## src/rtl/sorted_display_scan_pkg.sv

```systemverilog
// Shared constants for the sorted-result display: segment table, blank codes
// and the digit-index to anode mapping.
package sorted_display_scan_pkg;

  localparam logic [6:0] SEG_BLANK = 7'h7F;
  localparam logic [3:0] AN_OFF    = 4'hF;

  // Active-low {g,f,e,d,c,b,a}; entry 15 first so SEG_LUT[v] decodes v.
  localparam logic [15:0][6:0] SEG_LUT = {
    7'h0E, 7'h06, 7'h21, 7'h46, 7'h03, 7'h08, 7'h10, 7'h00,
    7'h78, 7'h02, 7'h12, 7'h19, 7'h30, 7'h24, 7'h79, 7'h40
  };

  // Digit 0 is the leftmost position so results read ascending left to right.
  localparam logic [3:0][3:0] AN_MAP = {4'b1110, 4'b1101, 4'b1011, 4'b0111};

  function automatic logic [3:0] digit_an(input logic [1:0] idx);
    return AN_MAP[idx];
  endfunction

endpackage

```

## src/rtl/sorted_display_scan_hex7seg.sv

```systemverilog
// Combinational hex digit to active-low 7-segment decoder.
module sorted_display_scan_hex7seg
  import sorted_display_scan_pkg::*;
(
  input  logic [3:0] hex_i,
  output logic [6:0] seg_o
);

  assign seg_o = SEG_LUT[hex_i];

endmodule

```

## src/rtl/sorted_display_scan.sv

```systemverilog
// Captures the sorter result on the done edge and time-multiplexes it onto a
// 4-digit common-anode 7-segment display.
module sorted_display_scan
  import sorted_display_scan_pkg::*;
#(
  parameter  int REFRESH_DIV = 50000,
  localparam int CNT_W       = (REFRESH_DIV > 1) ? $clog2(REFRESH_DIV) : 1
) (
  input  logic       clk,
  input  logic       rst,
  input  logic       start_display,
  input  logic       freeze,
  input  logic [3:0] sorted_num0,
  input  logic [3:0] sorted_num1,
  input  logic [3:0] sorted_num2,
  input  logic [3:0] sorted_num3,
  output logic [3:0] an,
  output logic [6:0] seg,
  output logic       result_valid
);

  localparam logic [CNT_W-1:0] CNT_LAST = CNT_W'(REFRESH_DIV - 1);

  logic             sd_q;
  logic             valid_q,  valid_d;
  logic [3:0][3:0]  held_q,   held_d;
  logic [CNT_W-1:0] cnt_q,    cnt_d;
  logic [1:0]       idx_q,    idx_d;
  logic [3:0]       an_q,     an_d;
  logic [6:0]       seg_q,    seg_d;
  logic             capture;
  logic [3:0]       digit_hex;
  logic [6:0]       digit_seg;

  // sd_q resets high so a sorter already idle at reset is not taken as a new result.
  assign capture   = start_display & ~sd_q & ~freeze;
  assign digit_hex = held_q[idx_q];

  sorted_display_scan_hex7seg u_hex7seg (
    .hex_i (digit_hex),
    .seg_o (digit_seg)
  );

  // Next-state for holding registers, refresh counter, digit index and outputs.
  always_comb begin
    held_d  = held_q;
    valid_d = valid_q;
    cnt_d   = cnt_q;
    idx_d   = idx_q;
    an_d    = AN_OFF;
    seg_d   = SEG_BLANK;

    // A capture restarts the scan at digit 0 even on a terminal count.
    if (capture) begin
      held_d  = {sorted_num3, sorted_num2, sorted_num1, sorted_num0};
      valid_d = 1'b1;
      cnt_d   = {CNT_W{1'b0}};
      idx_d   = 2'd0;
    end else if (cnt_q == CNT_LAST) begin
      cnt_d = {CNT_W{1'b0}};
      idx_d = idx_q + 2'd1;
    end else begin
      cnt_d = cnt_q + CNT_W'(1);
    end

    if (valid_q) begin
      an_d  = digit_an(idx_q);
      seg_d = digit_seg;
    end else begin
      an_d  = AN_OFF;
      seg_d = SEG_BLANK;
    end
  end

  // State and output registers.
  always_ff @(posedge clk or posedge rst) begin
    if (rst) begin
      sd_q    <= 1'b1;
      valid_q <= 1'b0;
      held_q  <= {4{4'h0}};
      cnt_q   <= {CNT_W{1'b0}};
      idx_q   <= 2'd0;
      an_q    <= AN_OFF;
      seg_q   <= SEG_BLANK;
    end else begin
      sd_q    <= start_display;
      valid_q <= valid_d;
      held_q  <= held_d;
      cnt_q   <= cnt_d;
      idx_q   <= idx_d;
      an_q    <= an_d;
      seg_q   <= seg_d;
    end
  end

  assign an           = an_q;
  assign seg          = seg_q;
  assign result_valid = valid_q;

endmodule

```

## config.mk

```make
export PLATFORM = sky130hd
export DESIGN_NAME = sorted_display_scan
export DESIGN_NICKNAME = d
export VERILOG_FILES = /design/src/rtl/sorted_display_scan_pkg.sv /design/src/rtl/sorted_display_scan_hex7seg.sv /design/src/rtl/sorted_display_scan.sv
export SDC_FILE = /design/constraint.sdc
export NUM_CORES = 1
export LEC_CHECK = 0
export CORE_MARGIN = 2
export CORE_UTILIZATION = 54
export DETAILED_ROUTE_END_ITERATION = 8
export PLACE_DENSITY = 0.79
export SYNTH_ARGS = -nofsm -noshare
export SYNTH_HDL_FRONTEND = slang
export SYNTH_SLANG_ARGS = --single-unit
```

## constraint.sdc

```tcl
create_clock -name clk -period 2.1 [get_ports clk]
set_input_delay 0.42 -clock clk [delete_from_list [all_inputs] [get_ports clk]]
set_output_delay 0.42 -clock clk [all_outputs]
set_load 0.02 [all_outputs]
```

==> results of run 1 <==
-- power breakdown --
group / internal, mW / switching, mW
logic: 0.313 / 0.287
clock network: 0.476 / 0.301
registers: 1.09 / 0.0999
total: 1.87 / 0.687
-- logic make-up (layout without fill, tap and decap cells) --
family / Yosys count / in the layout
adder cells (fa/ha/maj): 11 / 11
XOR/XNOR: 13 / 13
flip-flops: 47 / 47
AO/OA/AOI/OAI: 18 / 18
multiplexers: 22 / 22
AND/OR/NAND/NOR: 64 / 64
buffers and inverters: 16 / 52
-- final timing paths --
kind | startpoint | endpoint | slack, ns | depth (start not counted)
min reg2reg | result_valid$_DFFE_PP0N_ | seg[6]$_DFF_PP1_ | 0.47 | 1
min in group clk | result_valid$_DFFE_PP0N_ | seg[6]$_DFF_PP1_ | 0.47 | 1
max in group asynchronous | rst | sd_q$_DFF_PP1_ | 1.36 | 3
max reg2reg | idx_q[0]$_DFFE_PP0P_ | seg[3]$_DFF_PP1_ | 0.12 | 5
min | rst | cnt_q[12]$_DFF_PP0_ | 0.46 | 3
max | idx_q[0]$_DFFE_PP0P_ | seg[3]$_DFF_PP1_ | 0.12 | 5
-- flip-flops by register name, summed over array words and instances (netlist names) --
| name | cells |
|---|---|
| an | 4 |
| cnt_q | 16 |
| result_valid | 1 |
| held_q | 16 |
| idx_q | 2 |
| seg | 7 |
| sd_q | 1 |
-- metal layers --
layer,up-vias,share of wire,GRT usage
li1,736,-,-
met1,742,0.44,0.239
met2,48,0.49,0.302
met3,6,0.052,0.0567
met4,0,0.016,0.0850
met5,-,0,0
-- cells in the final DEF, fill, tap and decap left out, drive strengths merged, types with 2 or more instances in the layout --
cell type and instances:
dfrtp 35, clkdlybuf4s50 31, nor2 20, mux2 16, dfstp 12, ha 11, nand2 10, nand3 9
xnor2 7, inv 6, nand4 6, a21oi 6, xor2 6, clkbuf 6, buf 6, o211ai 4
mux4 4, and3 3, nor4bb 2, nor3 2, nor2b 2, mux2i 2, bufinv 2, o21ai 2
-- layout make-up --
class	count	area [um^2]
Clock inverter	2	60.1
Inverter	7	26.3
Clock buffer	6	72.6
Multi-Input combinational cell	128	1030
Tap cell	50	62.6
Sequential cell	47	1190
Timing Repair Buffer	37	380
Fill cell	282	1240
-- tightest hold or removal path: cells and delay by family --
kind	cells	cell delay (ns)
buffers and inverters	3	0.72
-- metrics by stage --
stage / setup slack, ns / instances / power (mW) / util / hold WS [ns]
after floorplan: 0.203 / 191 / 1.60 / - / 0.424
after global placement: 0.216 / 269 / 1.77 / 0.662 / 0.463
after detailed placement: 0.138 / 269 / 1.81 / 0.662 / 0.472
after CTS: 0.108 / 277 / 2.58 / 0.695 / 0.479
after global routing: 0.00336 / 277 / 2.71 / 0.695 / 0.486
final: 0.121 / 277 / 2.56 / 0.695 / 0.459
==> flow_metrics.tcl, run 1 <==
set metrics [dict create \
    status "finished clean" \
    critical_path.cell_chain "mux4_1 -> ha_1 -> nor2b_1 -> a211oi_2 -> o21ai_1" \
    ys_warn_count 0 \
    start_util 0.566 \
    areaGrowthSynthToFinish_pct 22.7 \
    ys_top_cells_by_count "dfrtp_1 (35), nor2_1 (20), mux2_2 (16)" \
    ys.flop_type "dfrtp_1" \
    setup_viol 0 \
    ir_worst_vdd_mv 0.658 \
    htree_levels 2 \
    ys_seq_area_frac 0.518 \
    synth_area_leaders "dfrtp_1 (38%), dfstp_2 (14%), mux2_2 (7.8%)" \
    routed-via-count 1532 \
    postCtsSetupBuffers 0 \
    fmax_ghz 0.505 \
    postLayoutCellArea_um2 2820 \
    vias_per_cell 5.53 \
    synth_top_family_by_area "simple AND/OR/NAND/NOR gates" \
    drive_above_1_share 0.220 \
    ant_nets 0 \
    critical_path.slowest_cell "mux4_1" \
    yosys.area.top_type "dfrtp_1" \
    crit_arrival_ns 2.21 \
    async_flop_share 1.00 \
    post_synth_and_or_nand_nor_area_fraction 0.146 \
    dieArea_um2 4790 \
    placed_area_um2 2690 \
    slew_headroom 0.770 \
    rows 23 \
    synthDistinctLibCells 44 \
    core_um2 4060 \
    fin_tns_setup_ns 0 \
    ioPinCount 32 \
    diodes 0 \
    grt_usage 0.189 \
    cts_inserted_buffers 5 \
    cts_hold_buf 0 \
    avgSynthCellArea_um2 12.0 \
    post_cts_resized 0 \
    synth_compound_area_frac 0.0599 \
    drt-wirelength-per-cell_um 14.6 \
    clock_latency_ns 0.31 \
    cp_top_family "multiplexers" \
    fin_crit_sh 0.942 \
    rsz0062_at_grt "false" \
    slowest_delay_ns 0.69 \
    path_buf_inv 0 \
    cp_max_fo 5 \
    grt_pass1_vias 1584 \
    clockBufferDepth 2 \
    dieHeight_um 69.2 \
    min_period_ns 1.98 \
    wl_mm 4.04 \
    slew_viol_final 0 \
    finalHoldViolCount 0 \
    root_buffer "clkbuf_8" \
    clkTransAtPathRegs_ns 0.09 \
    p_leak_nw 1.20 \
    syn_nets 222 \
    synth_xor_area_frac 0.0495 \
    cts_sinks 47 \
    clock_skew_ns 0.0131 \
    syn-cell-area_um2 2300 \
    antenna_found_initial 0 \
    drt_pre_antenna_iters 4 \
    final_net_count 257 \
    critical_path_class "reg -> reg" \
    drt_iter0_drc 101 \
    syn_inst 191 \
    yosysTopAreaCellShare 0.381 \
    synth.most_common_cell "dfrtp_1" \
    grt_pass1_wl_mm 7.16 \
    grt_max_degree 48 \
    yosys.area_share.adder 0.0599 \
    p_per_area_nw_per_um2 908 \
    cp-end-kind "register" \
    startpoint_type "register" \
    place_hpwl_mm 2.93 \
    globalRoute.totalOverflow 0 \
    cp.required_ns 2.33 \
    dieWidth_um 69.2 \
    maxCapViolCount 0 \
    drc 0 \
    synth.area.mux_share 0.130 \
    gp_congestion 0.935 \
    cts_tree "done" \
    portBuffers 31 \
    tightest_slew_ns 0.342 \
    hp-class "in -> async" \
    synth-edff-count 0 \
    synth_seq_cells 47 \
]
No activity file was read; power rests on OpenSTA's default activity.
==> run 2: changes to the inputs <==
--- a/config.mk
+++ b/config.mk
@@ -5,6 +5,7 @@
 export SDC_FILE = /design/constraint.sdc
 export NUM_CORES = 1
 export LEC_CHECK = 0
+export CAP_MARGIN = 20
 export CORE_MARGIN = 2
 export CORE_UTILIZATION = 54
 export DETAILED_ROUTE_END_ITERATION = 8
==> results of run 2 <==
The final DEF is identical to that of run 1; final timing and power are the same.
